$ cat src/rtl/triphasic_mon.sv
// Triphasic stimulus monitor: times POS1/GAP1/NEG/GAP2/POS2, checks charge balance, strobes protocol errors.
// Optional macro TRIPHASIC_MON_GAPMEAS_EN reports measured gap widths; without it gap1/gap2_width read 0.
module triphasic_mon #(
  parameter int COUNTER_LENGTH = 16,
  parameter int MAX_GAP        = 1000,
  parameter int TOL            = 2
) (
  input  logic                      clk,
  input  logic                      reset,
  input  logic                      A,
  input  logic                      B,
  input  logic                      C,
  output logic                      pulse_valid,
  output logic [COUNTER_LENGTH-1:0] pos1_width,
  output logic [COUNTER_LENGTH-1:0] neg_width,
  output logic [COUNTER_LENGTH-1:0] pos2_width,
  output logic [COUNTER_LENGTH-1:0] gap1_width,
  output logic [COUNTER_LENGTH-1:0] gap2_width,
  output logic                      balance_ok,
  output logic                      err_seq,
  output logic                      err_illegal,
  output logic                      err_timeout,
  output logic                      err_ovf,
  output logic [15:0]               pulse_count
);
  localparam int CW = COUNTER_LENGTH;
  localparam int GW = (MAX_GAP < 2) ? 1 : $clog2(MAX_GAP + 1);
  localparam int BW = CW + 2;
  localparam logic [CW-1:0] CMAX = '1;
  localparam logic [CW-1:0] CONE = CW'(1);
  localparam logic [GW:0]   GLIM = (GW + 1)'(MAX_GAP);
  localparam bit TO_ON_ENTRY = (MAX_GAP <= 1);

  typedef enum logic [2:0] {IDLE, POS1, GAP1, NEG, GAP2, POS2} state_t;
  state_t state, state_nxt;

  logic is_pos, is_neg, is_gap, legal;
  assign is_pos = ({A, B, C} == 3'b100);
  assign is_neg = ({A, B, C} == 3'b010);
  assign is_gap = ({A, B, C} == 3'b001);
  assign legal  = is_pos | is_neg | is_gap;

  logic [CW-1:0] p1_cnt, n_cnt, p2_cnt;
  logic [GW-1:0] gap_cnt;
  logic [GW:0]   gap_inc;
  logic          gap_hit, sat_seen, phase_entry, gap_entry;
  logic          ev_seq, ev_ill, ev_to, ev_done;
  logic          inc_p1, inc_n, inc_p2, inc_sat;
  logic          seq_d, ill_d, to_d, ovf_d;

  // Gap timeout counter is sized by MAX_GAP, independent of the width counters.
  assign gap_inc = {1'b0, gap_cnt} + (GW + 1)'(1);
  assign gap_hit = (gap_inc >= GLIM);

  always_ff @(posedge clk or negedge reset) begin
    if (!reset) state <= IDLE;
    else        state <= state_nxt;
  end

  always_comb begin
    state_nxt = state;
    ev_seq    = 1'b0;
    ev_ill    = 1'b0;
    ev_to     = 1'b0;
    ev_done   = 1'b0;
    if (!legal) begin
      ev_ill    = 1'b1;
      state_nxt = IDLE;
    end else begin
      case (state)
        IDLE: begin
          if (is_pos)      state_nxt = POS1;
          else if (is_neg) ev_seq = 1'b1;
        end
        POS1: begin
          if (is_gap) begin
            if (TO_ON_ENTRY) begin ev_to = 1'b1; state_nxt = IDLE; end
            else state_nxt = GAP1;
          end else if (is_neg) state_nxt = NEG;
        end
        GAP1: begin
          if (is_gap && gap_hit) begin ev_to = 1'b1; state_nxt = IDLE; end
          else if (is_neg)       state_nxt = NEG;
          else if (is_pos)       begin ev_seq = 1'b1; state_nxt = IDLE; end
        end
        NEG: begin
          if (is_gap) begin
            if (TO_ON_ENTRY) begin ev_to = 1'b1; state_nxt = IDLE; end
            else state_nxt = GAP2;
          end else if (is_pos) state_nxt = POS2;
        end
        GAP2: begin
          if (is_gap && gap_hit) begin ev_to = 1'b1; state_nxt = IDLE; end
          else if (is_pos)       state_nxt = POS2;
          else if (is_neg)       begin ev_seq = 1'b1; state_nxt = IDLE; end
        end
        POS2: begin
          if (is_gap)      begin ev_done = 1'b1; state_nxt = IDLE; end
          else if (is_neg) begin ev_seq = 1'b1; state_nxt = IDLE; end
        end
        default: state_nxt = IDLE;
      endcase
    end
  end

  always_comb begin
    inc_p1      = (state == POS1) && is_pos;
    inc_n       = (state == NEG)  && is_neg;
    inc_p2      = (state == POS2) && is_pos;
    inc_sat     = (inc_p1 && (p1_cnt == CMAX)) || (inc_n && (n_cnt == CMAX)) ||
                  (inc_p2 && (p2_cnt == CMAX));
    phase_entry = (state_nxt != state) &&
                  ((state_nxt == POS1) || (state_nxt == NEG) || (state_nxt == POS2));
    gap_entry   = ((state == POS1) && (state_nxt == GAP1)) ||
                  ((state == NEG)  && (state_nxt == GAP2));
    ill_d       = ev_ill;
    seq_d       = ev_seq && !ev_ill;
    to_d        = ev_to && !ev_ill && !ev_seq;
    ovf_d       = inc_sat && !sat_seen && !ev_ill && !ev_seq && !ev_to;
  end

  // Intermediates carry two spare bits so p1+p2-n never wraps.
  logic signed [BW-1:0] diff;
  logic [BW-1:0]        mag;
  logic                 balanced;
  assign diff     = $signed({2'b00, p1_cnt}) + $signed({2'b00, p2_cnt}) - $signed({2'b00, n_cnt});
  assign mag      = diff[BW-1] ? $unsigned(-diff) : $unsigned(diff);
  assign balanced = (mag <= BW'(TOL));

  always_ff @(posedge clk or negedge reset) begin
    if (!reset) begin
      p1_cnt   <= '0;
      n_cnt    <= '0;
      p2_cnt   <= '0;
      gap_cnt  <= '0;
      sat_seen <= 1'b0;
    end else begin
      if ((state == IDLE) && (state_nxt == POS1)) p1_cnt <= CONE;
      else if (inc_p1 && (p1_cnt != CMAX))       p1_cnt <= p1_cnt + CONE;
      if ((state_nxt == NEG) && (state != NEG))   n_cnt <= CONE;
      else if (inc_n && (n_cnt != CMAX))          n_cnt <= n_cnt + CONE;
      if ((state_nxt == POS2) && (state != POS2)) p2_cnt <= CONE;
      else if (inc_p2 && (p2_cnt != CMAX))        p2_cnt <= p2_cnt + CONE;
      if (gap_entry) gap_cnt <= GW'(1);
      else if (((state == GAP1) || (state == GAP2)) && is_gap && !gap_hit) gap_cnt <= gap_inc[GW-1:0];
      // One overflow strobe per phase: the flag re-arms whenever a new phase starts.
      if (inc_sat)          sat_seen <= 1'b1;
      else if (phase_entry) sat_seen <= 1'b0;
    end
  end

  always_ff @(posedge clk or negedge reset) begin
    if (!reset) begin
      pulse_valid <= 1'b0;
      err_seq     <= 1'b0;
      err_illegal <= 1'b0;
      err_timeout <= 1'b0;
      err_ovf     <= 1'b0;
      pos1_width  <= '0;
      neg_width   <= '0;
      pos2_width  <= '0;
      balance_ok  <= 1'b0;
      pulse_count <= '0;
    end else begin
      pulse_valid <= ev_done;
      err_seq     <= seq_d;
      err_illegal <= ill_d;
      err_timeout <= to_d;
      err_ovf     <= ovf_d;
      if (ev_done) begin
        pos1_width  <= p1_cnt;
        neg_width   <= n_cnt;
        pos2_width  <= p2_cnt;
        balance_ok  <= balanced;
        pulse_count <= pulse_count + 16'd1;
      end
    end
  end

`ifdef TRIPHASIC_MON_GAPMEAS_EN
  localparam int XW = (GW > CW) ? GW : CW;
  logic [XW-1:0] gap_x;
  logic [CW-1:0] gap_sat, g1_len, g2_len;
  assign gap_x   = XW'(gap_cnt);
  assign gap_sat = (gap_x > XW'(CMAX)) ? CMAX : gap_x[CW-1:0];

  always_ff @(posedge clk or negedge reset) begin
    if (!reset) begin
      g1_len     <= '0;
      g2_len     <= '0;
      gap1_width <= '0;
      gap2_width <= '0;
    end else begin
      if ((state == POS1) && (state_nxt == NEG))      g1_len <= '0;
      else if ((state == GAP1) && (state_nxt == NEG)) g1_len <= gap_sat;
      if ((state == NEG) && (state_nxt == POS2))      g2_len <= '0;
      else if ((state == GAP2) && (state_nxt == POS2)) g2_len <= gap_sat;
      if (ev_done) begin
        gap1_width <= g1_len;
        gap2_width <= g2_len;
      end
    end
  end
`else
  assign gap1_width = '0;
  assign gap2_width = '0;
`endif

endmodule

$ cat config.mk
export PLATFORM = sky130hd
export DESIGN_NAME = triphasic_mon
export DESIGN_NICKNAME = d
export VERILOG_FILES = /design/src/rtl/triphasic_mon.sv
export SDC_FILE = /design/constraint.sdc
export NUM_CORES = 1
export LEC_CHECK = 0
export CORE_UTILIZATION = 40
export DETAILED_ROUTE_END_ITERATION = 16
export GPL_TIMING_DRIVEN = 0
export SLEW_MARGIN = 5
export SYNTH_ARGS = -nofsm -noshare
export SYNTH_HDL_FRONTEND = slang
export SYNTH_SLANG_ARGS = --single-unit
$ cat constraint.sdc
create_clock -name clk -period 5.05 [get_ports clk]
set_clock_uncertainty 0.2 [all_clocks]
set_input_delay 0.505 -clock clk [delete_from_list [all_inputs] [get_ports clk]]
set_output_delay 0.505 -clock clk [all_outputs]
set_load 0.02 [all_outputs]
# [Word level (Yosys, flattened, before mapping)]
# Index checks and enable logic that the tools add are counted.
# Widths: inputs -> output; s select.
[totals] ff_bits=132 in_bits=5 output_inout_bits=102 elab_cells=133
[op_classes] addsub=8 magnitude_cmp=2 eq_ne=22 mux=41 bitwise=2 n_reduce_logical=42
[op_table] op="$mux 16" n=6
[op_table] op="$add 16x1->16 const B" n=4
[op_table] op="$eq 16x16->1 const B" n=3
[op_table] op="$ne 16x16->1 const B" n=3
[op_table] op="$mux 3" n=13
[op_table] op="$logic_and 1x1->1" n=25
[op_table] op="$mux 10" n=2
[op_table] op="$le 18x2->1 const B" n=1
[op_table] op="$mux 18" n=1
[op_table] op="$neg 18->18" n=1
[op_table] op="$pmux 3 s6" n=1
[op_table] op="$sub 17x16->18" n=1
[op_table] op="$add 16x16->17" n=1
[op_table] op="$mux 1" n=17
[op_table] op="$eq 3x2->1 const B" n=5
[op_table] op="$eq 3x3->1 const B" n=5
[op_table] op="$add 10x1->11 const B" n=1
[op_table] op="$ge 11x10->1 const B" n=1
[op_table] op="$reduce_bool 2->1" n=5
[op_table] op="$eq 3x1->1 const B" n=3
[op_table] op="$logic_or 1x1->1" n=6
[op_table] op="$logic_not 1->1" n=4
[op_table] op="$pmux 1 s4" n=1
[op_table] op="$logic_not 3->1" n=1
[op_table] op="5 further kinds" n=6

# [Longest topological paths before layout]
# Gate-level depths: netlist (run 1).
[logic_depth] word_depth=12 mapped_depth=18

# [Worst setup path after synthesis (run 1)]
# Ideal clock, no wire load.
[synth_timing] path_type="reg2reg" start="reg p1_cnt[1]" end="reg balance_ok" t_arrival_ns=3.685 slack_ns=1.069 stages_incl_launch_ff=16 period_less_slack_ns=3.981 cell_sequence="dfrtp_1 > inv_1 > fa_1 > inv_1 > ha_1 > a211oi_2 > o31a_4 > o31a_1 > a31o_2 > xnor2_2 > or4_1 > a21oi_1 > o211ai_1 > nor4_2 > nand4_1 > o32ai_2"
[synth_between] elab_chain_len=5
[synth_rtl] element="start, declared" line="43" rtl="logic [CW-1:0] p1_cnt, n_cnt, p2_cnt;"
[synth_rtl] element="start signal, assigned" line="139" rtl="else if (inc_p1 && (p1_cnt != CMAX)) p1_cnt <= p1_cnt + CONE;"
[synth_rtl] element="$add 16x16->17 (*)" line="126" rtl="assign diff = $signed({2'b00, p1_cnt}) + $signed({2'b00, p2_cnt}) - $signed({2'b00, n_cnt});"
[synth_rtl] element="$sub 17x16->18 (*)" line="126"
[synth_rtl] element="$neg 18->18" line="127" rtl="assign mag = diff[BW-1] ? $unsigned(-diff) : $unsigned(diff);"
[synth_rtl] element="$mux 18 (*)" line="127"
[synth_rtl] element="$le 18x2->1 (*)" line="128" rtl="assign balanced = (mag <= BW'(TOL));"
[synth_rtl] element="end signal, assigned" line="174" rtl="balance_ok <= balanced;"
[synth_rtl] element="end, declared" line="19" rtl="output logic balance_ok,"
# Mark *: on every way between the ends. The rest lies on a longest branch, timed or not.
# A chain may end at the register's enable or synchronous reset.

# [Final worst setup path (run 1)]
# Same ends and word-level chain as after synthesis.

==> results of run 1 <==
[power breakdown]
group	internal, mW	total, mW	leakage [nW]	switching, mW
combinational	0.224	0.571	2.47	0.347
clock	0.702	1.25	0.278	0.544
sequential	1.08	1.12	1.77	0.0378
[flip-flops by register name, summed over array words and instances, names as in the netlist]
name,flops
p1_cnt,16
pulse_count,16
state,3
pos2_width,16
balance_ok,1
pos1_width,16
sat_seen,1
err_timeout,1
err_illegal,1
gap_cnt,10
p2_cnt,16
neg_width,16
err_ovf,1
n_cnt,16
err_seq,1
pulse_valid,1
[through the flow]
step	hold WS, ns	setup slack, ns	total power, mW
2_1_floorplan	0.00941	1.07	1.57
3_3_place_gp	0.223	-2.17	1.70
3_5_place_dp	0.230	0.420	1.71
4_1_cts	0.238	0.390	2.96
5_1_grt	0.260	0.0798	3.09
6_report	0.232	0.413	2.94
[layout by cell type (no fill, tap or decap), types with 12 or more instances in the layout]
| master | count |
|---|---|
| fa_1 | 16 |
| nand4_1 | 13 |
| nand3_1 | 41 |
| nor3_1 | 12 |
| o21ai_0 | 18 |
| dfrtp_1 | 132 |
| nand2b_1 | 13 |
| buf_4 | 32 |
| clkbuf_1 | 17 |
| xor2_1 | 25 |
| and3_1 | 14 |
| clkdlybuf4s50_1 | 72 |
| nor2_1 | 103 |
| ha_1 | 24 |
| conb_1 | 32 |
| mux2_2 | 49 |
| xnor2_1 | 54 |
| a21oi_1 | 22 |
| clkbuf_16 | 17 |
| inv_1 | 70 |
| nand2_1 | 49 |
[area by class of cell]
class,instances,area (um^2),share of cell area (%)
buffer,54,347,3.56
clock buffer,17,425,4.37
clock inverter,15,165,1.70
inverter,70,263,2.70
multi-input combinational,584,4130,42.4
sequential,132,3300,33.9
tap,265,332,3.41
timing repair buffer,75,769,7.91
[worst paths after layout]
kind / from / endpoint / slack (ns) / cells past startpoint
min in group asynchronous: reset / pulse_count[10] / 0.38 / 2
max in group asynchronous: reset / err_timeout / 3.45 / 3
max reg2reg: p1_cnt[1] / balance_ok / 0.41 / 14
min: sat_seen / err_ovf / 0.23 / 1
max: p1_cnt[1] / balance_ok / 0.41 / 14
min reg2reg: sat_seen / err_ovf / 0.23 / 1
[routing by layer]
metal	wire [um]	share of wire [%]	up-vias	GRT usage (%)
li1	-	-	2923	-
met1	8900	50	2857	26.9
met2	8190	46	120	29.9
met3	536	3.0	25	2.92
met4	328	1.8	0	6.90
met5	0	0	-	0
[cell families after synthesis]
logic type / after synthesis / synth area share, %
other cells: 1 / 0.0473
compound gates: 84 / 7.61
fa+ha+maj: 40 / 7.83
flops: 132 / 41.7
simple gates: 292 / 18.2
buf+inv: 124 / 7.69
xor+xnor: 82 / 9.35
mux: 54 / 7.60
[repair_timing]
item | CTS | global route
setup buffers | 0 | 0
hold buffers | 1 | 0
endpoints found under the hold margin | 48 | 0
==> reports/qor.yml, run 1 <==
status: "completed"
slew_violations: 0
dieArea_um2: 20400
initial_core_util_pct: 40.7
grt_max_degree: 85
fillers: 1803
synth_seq_cells: 132
ys_types: 72
fin_crit_sh_pct: 91.8
syn_area_per_cell_um2: 9.79
synthCells: 809
p_leak_nw: 4.52
clk_latency_ns: 0.43
grt_setup_unrepaired: "false"
core_um2: 19500
yosysTopAreaCellShare_pct: 41.7
cts-resized-gates: 0
fmax_ghz: 0.216
cp_cell_sequence: "inv_1 > fa_1 > fa_1 > nand2b_1 > a21oi_1 > a21oi_1 > o21ai_1 > nand4_1 > nor4_2 > nand2_1 > a21oi_1 > a31oi_1 > a221o_1 > o32ai_2"
final_cells: 1212
tns_ns: 0
grt_pass1_vias: 5812
postRouteAntennaNets: 0
synth_area_um2: 7920
grt_overflow: 0
vias: 5925
hold_viol: 0
synthFlopType: "dfrtp_1"
rows: 51
path_clk_slew_ns: 0.06
cts_buffer_depth: 2
nets: 979
synth_edf_count: 0
synth_warnings: 0
crit_path_max_fanout: 9
worst_pin_slew_ns: 0.846
gp_congestion: 0.841
setup_viol: 0
synth_common_cells: "dfrtp_1 (132), nor2_1 (103), inv_1 (70)"
clock-root-buffer: "clkbuf_16"
yosys.area.top_type: "dfrtp_1"
worstSetupPathType: "flop to flop"
htreeDepth: 4
start_kind: "flop"
fin_util_pct: 50.0
io_pins: 107
drive_gt1_share_pct: 15.0
numCtsBuffers: 17
die_h_um: 143
hp-class: "flop to flop"
hpwl_mm: 13.5
firstDrtPassIters: 4
grt_pass1_wl_mm: 30.3
wire_per_inst_um: 14.8
crit_top_cell: "a21oi_1"
yosysMostFrequentCell: "dfrtp_1"
cts_tree: "yes"
max_cap_viol_count: 0
antenna_found_initial: 0
drcViolationCount: 0
dpl-instance-area_um2: 9130
powerDensity_nw_per_um2: 302
area_growth_syn_to_layout_pct: 22.8
cp_top_family: "compound AO/OA/AOI/OAI gates"
synthTopCellsByArea: "dfrtp_1 (42%), mux2_2 (7.0%), xnor2_1 (6.0%)"
critical_path.endpoint_type: "flop"
stdcell_area_um2: 9730
max_stage_delay_ns: 0.54
diodes: 0
dp_cells: 1179
grt_use_total_pct: 19.2
wirelength_mm: 18.0
worstPathRequired_ns: 5.18
period_minus_slack_ns: 4.64
die_w_um: 143
portBuffers: 73
vias_per_cell: 4.89
slowest_stage: "fa_1"
cp_num_buf_inv: 1
initialDrtViolationCount: 375
synthArstFlopShare_pct: 100
cts.sinks: 132
peakVddDrop_v: 0.000240
maxSlewHeadroom_pct: 43.2
worstPathArrival_ns: 4.77
ys_seq_area_share_pct: 41.7
Power figures use the tool's default switching activity.
==> run 2: changes to the inputs <==
CORE_MARGIN = 3   (was not set)
==> run 2 against run 1 <==
Routed wire length is 0.12% higher. Worst setup slack worse by 0.053 ns. Critical path depth stayed put. Largest cell class unchanged. Largest power group unchanged. Highest routed layer unchanged.
==> reports/qor.yml, run 2 (synthesized netlist as in run 1, its figures left out) <==
multiInputGateArea_um2: 4130
wirelength_mm: 18.0
critical_path.endpoint_type: "flop"
cts_buffer_depth: 2
p_leak_nw: 4.53
period_minus_slack_ns: 4.69
setup_viol: 0
grt_pass1_vias: 5571
grt_max_degree: 88
fillers: 1754
grt_overflow: 0
diodes: 0
die_w_um: 147
drive_gt1_share_pct: 14.9
crit_end: "balance_ok"
portBuffers: 73
pre_cts_slack_ns: 0.431
r2r_slack_ns: 0.36
worstSetupPathType: "flop to flop"
area_growth_syn_to_layout_pct: 22.8
drcViolationCount: 0
fmax_ghz: 0.213
die_h_um: 147
worst_pin_slew_ns: 0.855
firstDrtPassIters: 4
hp-class: "flop to flop"
reg2reg_depth: 14
cp-startpoint: "p1_cnt[1]"
initial_core_util_pct: 41.5
max_cap_viol_count: 0
start_kind: "flop"
dpl-instance-area_um2: 9130
dieArea_um2: 21500
post_cts_buffers: 0
cts_tree: "yes"
vias_per_cell: 4.88
htreeDepth: 4
worstPathArrival_ns: 4.81
vias: 5892
powerDensity_nw_per_um2: 304
worstPathRequired_ns: 5.17
layout_common_cells: "dfrtp_1 (132), nor2_1 (103), clkdlybuf4s50_1 (72), inv_1 (70), xnor2_1 (54)"
hold_viol: 0
slew_violations: 0
maxSlewHeadroom_pct: 42.6
grt_pass1_wl_mm: 29.6
path_clk_slew_ns: 0.07
stdcell_area_um2: 9730
antenna_found_initial: 0
io_pins: 107
peakVddDrop_v: 0.000215
regArea_um2: 3300
grt_use_total_pct: 17.0
fin_util_pct: 51.0
r2r_start: "p1_cnt[1]"
rows: 50
rr_endpoint: "balance_ok"
fin_ws_ns: 0.360
grt_setup_unrepaired: "false"
hpwl_mm: 13.5
core_um2: 19100
layout_commonest_cell: "dfrtp_1"
fin_crit_sh_pct: 92.9
status: "completed"
clk_latency_ns: 0.42
nets: 979
postRouteAntennaNets: 0
initialDrtViolationCount: 371
cts.sinks: 132
wire_per_inst_um: 14.9
numCtsBuffers: 17
clock-root-buffer: "clkbuf_16"
gp_congestion: 0.854
crit_path_max_fanout: 9
[run 2: worst min path at each step]
stage,startpoint,slack [ns],end,depth (start not counted)
finish,sat_seen,0.23,err_ovf,1
global route,sat_seen,0.26,err_ovf,1
CTS,sat_seen,0.24,err_ovf,1
detailed placement,sat_seen,0.23,err_ovf,1
global placement,sat_seen,0.22,err_ovf,1
floorplan,reset,0.009,balance_ok,0
[run 2: worst max-delay path, cell delays in order (launching register included)]
cell and delay [ns]:
dfrtp_1 0.46, inv_1 0.14, fa_1 0.55, fa_1 0.49
nand2b_1 0.19, a21oi_1 0.21, a21oi_1 0.10, o21ai_1 0.52
nand4_1 0.34, nor4_2 0.49, nand2_1 0.10, a21oi_1 0.18
a31oi_1 0.05, a221o_1 0.32, o32ai_2 0.25
[run 2: power by group]
| group | switching [mW] | total [mW] | internal [mW] |
|---|---|---|---|
| combinational | 0.345 | 0.569 | 0.224 |
| clock | 0.520 | 1.26 | 0.745 |
| sequential | 0.0378 | 1.12 | 1.08 |
| total | 0.903 | 2.95 | 2.05 |
[run 2: routing by layer]
metal  share of wire [%]  up-vias  track usage, %  wire [um]
met4                 1.7        0            4.99        309
met1                  49     2827            24.2       8760
met2                  45      123            26.0       8120
li1                    -     2924               -          -
met5                   0        -               0          0
met3                 4.3       18            3.82        780
[run 2: per-stage QoR]
stage               hold WS (ns)  TNS, ns  power [mW]  instances
finish                     0.235        0        2.95       1207
global route               0.256        0        3.11       1207
CTS                        0.237        0        2.98       1207
detailed placement         0.227        0        1.71       1174
global placement           0.223  -276.25        1.70       1173
floorplan                0.00941        0        1.57        840
[run 2: layout make-up]
class / instances / area share, %
buffer: 54 / 3.56
clock buffer: 18 / 4.41
clock inverter: 14 / 1.72
inverter: 70 / 2.70
multi-input combinational: 584 / 42.4
sequential: 132 / 33.9
tap: 260 / 3.34
timing repair buffer: 75 / 7.91
[run 2: repair_timing]
item                       CTS  global route
resized for setup            0             0
hold buffers                 1             0
hold endpoints to repair    45             0
setup endpoints to repair    0             0
